==> src/rtl/dyser_send_queue_pkg.sv <==
// Shared dyser config and send-queue types.
// Entry layout is common to the queue and the dyser-side consumer.
`ifndef DYSER_CONFIG_DEFS
`define DYSER_CONFIG_DEFS
`define DATA_WIDTH 8
`define DYSER_PORT_W 3
`define DYSER_SEND_ENTRY_W (2*(1+`DYSER_PORT_W+`DATA_WIDTH+1))
`endif

package dyser_send_queue_pkg;
  localparam int DEPTH   = 4;
  localparam int PTR_W   = 2;
  localparam int DW      = `DATA_WIDTH + 1;
  localparam int PORT_W  = `DYSER_PORT_W;
  localparam int ENTRY_W = `DYSER_SEND_ENTRY_W;

  typedef struct packed {
    logic              v;
    logic [PORT_W-1:0] port;
    logic [DW-1:0]     data;
  } lane_t;

  typedef struct packed {
    lane_t l0;
    lane_t l1;
  } entry_t;

  function automatic lane_t mk_lane(
    input logic              v,
    input logic [PORT_W-1:0] port,
    input logic [DW-1:0]     data
  );
    lane_t l;
    l.v    = v;
    l.port = port;
    l.data = data;
    return l;
  endfunction
endpackage

==> src/rtl/dyser_send_fifo.sv <==
// Generic synchronous FIFO with flush.
// Caller must not push when full or pop when empty.
module dyser_send_fifo #(
  parameter int DEPTH = 4,
  parameter int W     = 8,
  parameter int PTR_W = $clog2(DEPTH)
) (
  input  logic           clk,
  input  logic           rst,
  input  logic           i_flush,
  input  logic           i_push,
  input  logic [W-1:0]   i_data,
  input  logic           i_pop,
  output logic [W-1:0]   o_head,
  output logic [PTR_W:0] o_count
);
  logic [W-1:0]   r_mem [DEPTH];
  logic [PTR_W-1:0] r_wptr;
  logic [PTR_W-1:0] r_rptr;
  logic [PTR_W:0]   r_count;

  // storage write; contents after flush are don't-care
  always_ff @(posedge clk) begin
    if (i_push) r_mem[r_wptr] <= i_data;
  end

  // pointers and occupancy; flush/reset dominate push and pop
  always_ff @(posedge clk) begin
    if (rst || i_flush) begin
      r_wptr  <= '0;
      r_rptr  <= '0;
      r_count <= '0;
    end else begin
      if (i_push) r_wptr <= r_wptr + 1'b1;
      if (i_pop)  r_rptr <= r_rptr + 1'b1;
      if (i_push && !i_pop)      r_count <= r_count + 1'b1;
      else if (!i_push && i_pop) r_count <= r_count - 1'b1;
    end
  end

  assign o_head  = r_mem[r_rptr];
  assign o_count = r_count;
endmodule

==> src/rtl/dyser_send_queue.sv <==
// Dual-lane dyser send queue between the core and the dyser array.
// Absorbs send_stall back-pressure while there is room.
module dyser_send_queue
  import dyser_send_queue_pkg::*;
#(
  parameter int QDEPTH = DEPTH,
  parameter int QPTR_W = PTR_W
) (
  input  logic              clk,
  input  logic              rst,
  input  logic              flush,
  input  logic              in_valid0,
  input  logic [PORT_W-1:0] in_port0,
  input  logic [DW-1:0]     in_data0,
  input  logic              in_valid1,
  input  logic [PORT_W-1:0] in_port1,
  input  logic [DW-1:0]     in_data1,
  output logic              in_ready,
  output logic              send_en0,
  output logic [PORT_W-1:0] send_port_r0,
  output logic [DW-1:0]     send_data_r0,
  output logic              send_en1,
  output logic [PORT_W-1:0] send_port_r1,
  output logic [DW-1:0]     send_data_r1,
  input  logic              send_stall,
  output logic [QPTR_W:0]   count,
  output logic              overflow_err
);
  entry_t          w_in;
  entry_t          w_head;
  entry_t          w_out;
  logic            w_req;
  logic            w_full;
  logic            w_empty;
  logic            w_push;
  logic            w_pop;
  logic [QPTR_W:0] w_count;
  logic            r_ovf;

  assign w_in.l0 = mk_lane(in_valid0, in_port0, in_data0);
  assign w_in.l1 = mk_lane(in_valid1, in_port1, in_data1);

  assign w_req   = in_valid0 | in_valid1;
  assign w_full  = (w_count == (QPTR_W+1)'(QDEPTH));
  assign w_empty = (w_count == '0);
  assign w_push  = !w_full & w_req & !flush;
  assign w_pop   = !w_empty & !send_stall & !flush;

  dyser_send_fifo #(
    .DEPTH (QDEPTH),
    .W     (ENTRY_W),
    .PTR_W (QPTR_W)
  ) u_fifo (
    .clk     (clk),
    .rst     (rst),
    .i_flush (flush),
    .i_push  (w_push),
    .i_data  (w_in),
    .i_pop   (w_pop),
    .o_head  (w_head),
    .o_count (w_count)
  );

  // sticky drop flag; only reset clears it
  always_ff @(posedge clk) begin
    if (rst)                  r_ovf <= 1'b0;
    else if (w_req && w_full) r_ovf <= 1'b1;
  end

  // head is hidden entirely while the queue is empty
  always_comb begin
    w_out = '0;
    if (!w_empty) w_out = w_head;
  end

  assign in_ready     = !w_full;
  assign send_en0     = w_out.l0.v;
  assign send_port_r0 = w_out.l0.port;
  assign send_data_r0 = w_out.l0.data;
  assign send_en1     = w_out.l1.v;
  assign send_port_r1 = w_out.l1.port;
  assign send_data_r1 = w_out.l1.data;
  assign count        = w_count;
  assign overflow_err = r_ovf;
endmodule

==> config.mk <==
export PLATFORM = sky130hd
export DESIGN_NAME = dyser_send_queue
export DESIGN_NICKNAME = d
export VERILOG_FILES = /design/src/rtl/dyser_send_queue_pkg.sv /design/src/rtl/dyser_send_fifo.sv /design/src/rtl/dyser_send_queue.sv
export SDC_FILE = /design/constraint.sdc
export NUM_CORES = 1
export LEC_CHECK = 0
export CORE_MARGIN = 2
export CORE_UTILIZATION = 58
export DETAILED_ROUTE_END_ITERATION = 12
export PLACE_DENSITY = 0.91
export SYNTH_ARGS = -nofsm -noshare
export SYNTH_HDL_FRONTEND = slang
export SYNTH_HIERARCHICAL = 1
export SYNTH_SLANG_ARGS = --single-unit
==> constraint.sdc <==
create_clock -name clk -period 5.1 [get_ports clk]
set_input_delay 0.765 -clock clk [delete_from_list [all_inputs] [get_ports clk]]
set_output_delay 0.765 -clock clk [all_outputs]
set_load 0.05 [all_outputs]
After elaboration in Yosys (flattened, before gate mapping) --
Memories as Yosys holds them, arrays and structs flattened. A register that Yosys moved wholly into a read port is not among the register bits. Cells that the tools add are included.
Word-level totals: bits in writable memories 104, memories kept 1, output and inout port bits 31, register bits 8, word-level logic and storage cells 34
Cells by class: add/sub/neg operators 4, bitwise logic cells 5, mux-type cells 7, reductions and logical operators 12, equal/unequal tests 1
Memories:
- u_fifo.r_mem | words 4, width 26, read ports 1, clocked after Yosys merged registers in 1, write ports 1, line dyser_send_fifo.sv:17 | logic [W-1:0] r_mem [DEPTH];
Operators by type and width (count):
- $mux W26 | 1
- $logic_not A1 Y1 | 6
- $mux W3 | 2
- $add A2 B1 Y2 const B | 2
- $and A1 B1 Y1 | 4
- $mux W2 | 2
- $add A3 B1 Y3 const B | 1
- $eq A3 B3 Y1 const B | 1
- $logic_and A1 B1 Y1 | 3
- $logic_not A3 Y1 | 1
- $sub A3 B1 Y3 const B | 1
- $mux W1 | 2
- $reduce_bool A2 Y1 | 1
- $logic_or A1 B1 Y1 | 1
- $or A1 B1 Y1 | 1

Depth between registers and ports, before layout --
depth in word-level cells 8, gate-level depth with buffers 10, gate-level depth less buffers 9

Hierarchy --
Netlist, hierarchy kept.
By module, submodules not included:
- dyser_send_fifo | area each 4220.3 um^2, cells each 179, instances 1
- dyser_send_queue | area each 259.0 um^2, cells each 37, instances 1

Worst setup path before layout --
OpenSTA, ideal clock, no wires.
path kind reg2reg, start register u_fifo.r_count[1] (netlist: u_fifo/o_count[1]), end register u_fifo.r_count[2] (netlist: u_fifo/o_count[2]), setup time 70 ps, slack 2338 ps, stages on the path, launching flop included 9, arrival time 2692 ps, path buffers 0, data required time 5030 ps, path through dfxtp_1 -> nor2_1 -> a211oi_1 -> ha_1 -> inv_1 -> fa_1 -> xor2_1 -> or3_1 -> a21oi_1
On the way: cells in the longest elaborated chain, start to end 7, elaborated cells between the ends (all ways) 17
RTL lines:
- from (decl) | line dyser_send_fifo.sv:20 | logic [PTR_W:0] r_count;
- from (signal assigned) | line dyser_send_fifo.sv:36 | if (i_push && !i_pop) r_count <= r_count + 1'b1;
- from (signal assigned) | line dyser_send_fifo.sv:37 | else if (!i_push && i_pop) r_count <= r_count - 1'b1;
- $eq A3 B3 Y1 * | line dyser_send_queue.sv:44 | assign w_full = (w_count == (QPTR_W+1)'(QDEPTH));
- $logic_not A1 Y1 * | line dyser_send_queue.sv:46 | assign w_push = !w_full & w_req & !flush;
- $and A1 B1 Y1 * (2 in a row) | line dyser_send_queue.sv:46
- named net w_push | line dyser_send_queue.sv:35 | logic w_push;
- $logic_not A1 Y1 | line dyser_send_fifo.sv:37
- $logic_and A1 B1 Y1 | line dyser_send_fifo.sv:37
- $reduce_bool A2 Y1 (no source line)
Mark *: on every way through the listed nets, which the timed path passes. The rest lies on a longest branch. The select of a mux whose other input is x is not followed. A chain may end at the register's enable or synchronous reset.

==> impl_metrics.env <==
export IMPL_grt_pass1_vias=2452
export IMPL_cp_max_fo=26
export IMPL_synthSimpleGateAreaFrac_pct=6.17
export IMPL_die_y_um=91.9
export IMPL_critPathRequiredTime_ns=4.34
export IMPL_synth_warnings=6
export IMPL_drc_errors=0
export IMPL_diodes=0
export IMPL_fill_cells=410
export IMPL_synth_top_family_by_area="multiplexers"
export IMPL_drt_initial_drc_count=198
export IMPL_port_buffers=60
export IMPL_post_dp_hpwl_um=4970
export IMPL_synthesis_area_sq_um=4480
export IMPL_rr_endpoint="u_fifo/o_count[2]"
export IMPL_fin_crit_sh_pct=74.2
export IMPL_gp_congestion=0.708
export IMPL_synth_edff_count=104
export IMPL_rows=32
export IMPL_drt_total_wl_um=9130
export IMPL_area_growth_pct=28.1
export IMPL_via_per_inst=5.59
export IMPL_synth_compound_area_share_pct=0.670
export IMPL_yosysSeqAreaShare_pct=74.2
export IMPL_tritoncts="yes"
export IMPL_ant_nets=0
export IMPL_slew_violations=0
export IMPL_final_util_pct=75.4
export IMPL_cp_end_kind="output pin"
export IMPL_finalCriticalPeriod_ns=3.79
export IMPL_critPathKind="flip-flop to output pin"
export IMPL_die_area_sq_um=8440
export IMPL_synth_flop_cell="edfxtp_1"
export IMPL_pin_count=61
export IMPL_synth_common_cells="edfxtp_1 (104), nor2b_1 (26), mux4_2 (20)"
export IMPL_ys_ff_latch=114
export IMPL_die_w_um=91.9
export IMPL_root_buffer="clkbuf_8"
export IMPL_synthAdderAreaFrac_pct=1.84
export IMPL_clk_pin_slew_ns=0.05
export IMPL_synth_async_sr_flop_share_pct=0
export IMPL_status="finished clean"
export IMPL_core_area_sq_um=7610
export IMPL_synth_area_leaders="edfxtp_1 (70%), mux4_2 (10%), dfxtp_1 (4.5%)"
export IMPL_timing_slew_headroom_pct=17.9
export IMPL_synth_avg_cell_area_sq_um=20.7
export IMPL_r2r_setup_slack_ns=1.80
export IMPL_clkSinkCount=114
export IMPL_p_leak_nw=1.89
export IMPL_cts_buffer_depth=2
export IMPL_synth_top_area_cell="edfxtp_1"
export IMPL_peakVddDrop_mv=0.334
export IMPL_crit_path_end="send_port_r0[1]"
export IMPL_synth_xor_area_share_pct=0.978
export IMPL_grt_first_pass_wirelength_um=14100
export IMPL_synth_most_common_cell="edfxtp_1"
export IMPL_synthMuxAreaShare_pct=14.0
export IMPL_grt_max_degree=28
export IMPL_cts_hold_buf=0
export IMPL_critPathArrivalTime_ns=3.02
export IMPL_crit_path_start_kind="flip-flop"
export IMPL_synth_top_area_share_pct=69.7
export IMPL_insertion_delay_ns=0.51
export IMPL_finalClockSkew_ns=0.0138
export IMPL_clock_fmax_mhz=264
export IMPL_worst_slew_pin_slew_ns=1.23
export IMPL_routedWlPerCell_um=22.5
export IMPL_antenna_found_initial=0
export IMPL_p_per_area_nw_per_um2=429
export IMPL_finalSetupViolCount=0
export IMPL_fin_setup_tns_ns=0
export IMPL_ff2ff_path_depth=9
export IMPL_layout_drive_gt1_share_pct=18.1
export IMPL_hold_viol=0
export IMPL_grt_overflow=0
export IMPL_dr_total_vias=2270
export IMPL_cts_htree_levels=4
export IMPL_r2r_start="u_fifo/o_count[2]"
export IMPL_grt_usage_pct=23.9
export IMPL_min_path_type="flip-flop to flip-flop"
export IMPL_cts_setup_buffers=0
export IMPL_numCtsBuffers=17
export IMPL_netlist_instances=216
export IMPL_post_cts_resized=0
export IMPL_ys_types=29
export IMPL_synth_fp_nets=252
export IMPL_rsz0062_at_grt="false"
export IMPL_first_pass_iters=7
export IMPL_maxCapViolations=0
export IMPL_num_nets_final=327
export IMPL_initial_utilization_pct=58.9
-- per-layer routing --
| layer | GRT usage [%] | share of wire, % |
|---|---|---|
| met3 | 8.63 | 6.7 |
| met5 | 0 | 0 |
| met1 | 30.1 | 40 |
| met2 | 39.1 | 52 |
| met4 | 8.33 | 1.2 |
-- area by class of cell --
class / count / area (sq um) / share of cell area (%)
sequential: 114 / 3320 / 57.9
multi-input combinational: 89 / 1060 / 18.5
timing repair buffer: 65 / 638 / 11.1
clock buffer: 25 / 464 / 8.09
tap: 102 / 128 / 2.22
clock inverter: 7 / 109 / 1.90
inverter: 4 / 15.0 / 0.262
-- where the power goes --
group / internal (mW) / switching [mW]
combinational: 0.0976 / 0.157
sequential: 1.05 / 0.0131
clock: 0.765 / 0.381
total: 1.91 / 0.552
-- flip-flops by register name, summed over array words and instances, names as in the netlist, named ones only --
| signal | cells |
|---|---|
| overflow_err | 1 |
| u_fifo/r_wptr | 2 |
| u_fifo/r_mem | 104 |
| u_fifo/r_rptr | 2 |
| u_fifo/o_count | 3 |
-- how the worst min path moves through the flow --
stage / startpoint / endpoint / slack, ns / cells after the start
floorplan: u_fifo/r_rptr[1] / flip-flop / 0.48 / 2
global placement: overflow_err / overflow_err / 0.47 / 2
detailed placement: overflow_err / overflow_err / 0.47 / 2
CTS: overflow_err / overflow_err / 0.48 / 2
global route: overflow_err / overflow_err / 0.51 / 2
finish: overflow_err / overflow_err / 0.48 / 2
-- metrics by stage --
step / setup WS [ns] / instance area (sq um) / instances / hold WS (ns) / total power [mW]
after floorplan: 2.34 / 4480 / 216 / 0.485 / 1.23
after global placement: 1.71 / 5170 / 374 / 0.467 / 1.32
after detailed placement: 1.41 / 5170 / 374 / 0.466 / 1.33
after CTS: 1.23 / 5740 / 406 / 0.480 / 2.48
after global routing: 1.15 / 5740 / 406 / 0.515 / 2.53
final: 1.31 / 5740 / 406 / 0.476 / 2.46
-- kinds of logic (layout without fill, tap and decap cells) --
kind of cell    count (synthesis)  count (layout)
buf+inv                        13             101
fa+ha+maj                       6               6
flops                         114             114
simple gates                   46              46
compound gates                  4               4
mux                            28              28
xor+xnor                        5               5
-- layout by cell type, fill, tap and decap left out --
master	Yosys	routed
a211oi_1	1	1
a21oi_1	1	1
and2_1	4	4
buf_4	0	5
bufinv_16	0	3
clkbuf_1	1	6
clkbuf_16	0	16
clkbuf_8	0	3
clkdlybuf4s50_1	0	60
clkinv_1	0	1
clkinv_2	0	3
dfxtp_1	10	9
dfxtp_2	0	1
edfxtp_1	104	104
fa_1	1	1
ha_1	5	5
inv_1	4	4
mux2i_1	2	2
mux4_1	6	6
mux4_2	20	20
nand2_1	1	1
nand2b_1	1	1
nor2_1	9	9
nor2b_1	26	26
nor3_1	1	1
nor3_4	1	1
o21ai_0	1	1
o31ai_2	1	1
or2_2	1	1
or3_1	1	1
or3b_4	1	1
xnor2_1	2	2
xor2_1	3	3
-- critical path, cell delays in order (launching register included) --
cell	delay (ns)
dfxtp_2	0.92
mux4_1	0.66
nor2b_1	0.17
clkdlybuf4s50_1	0.76
(Power assumes the default switching activity.)
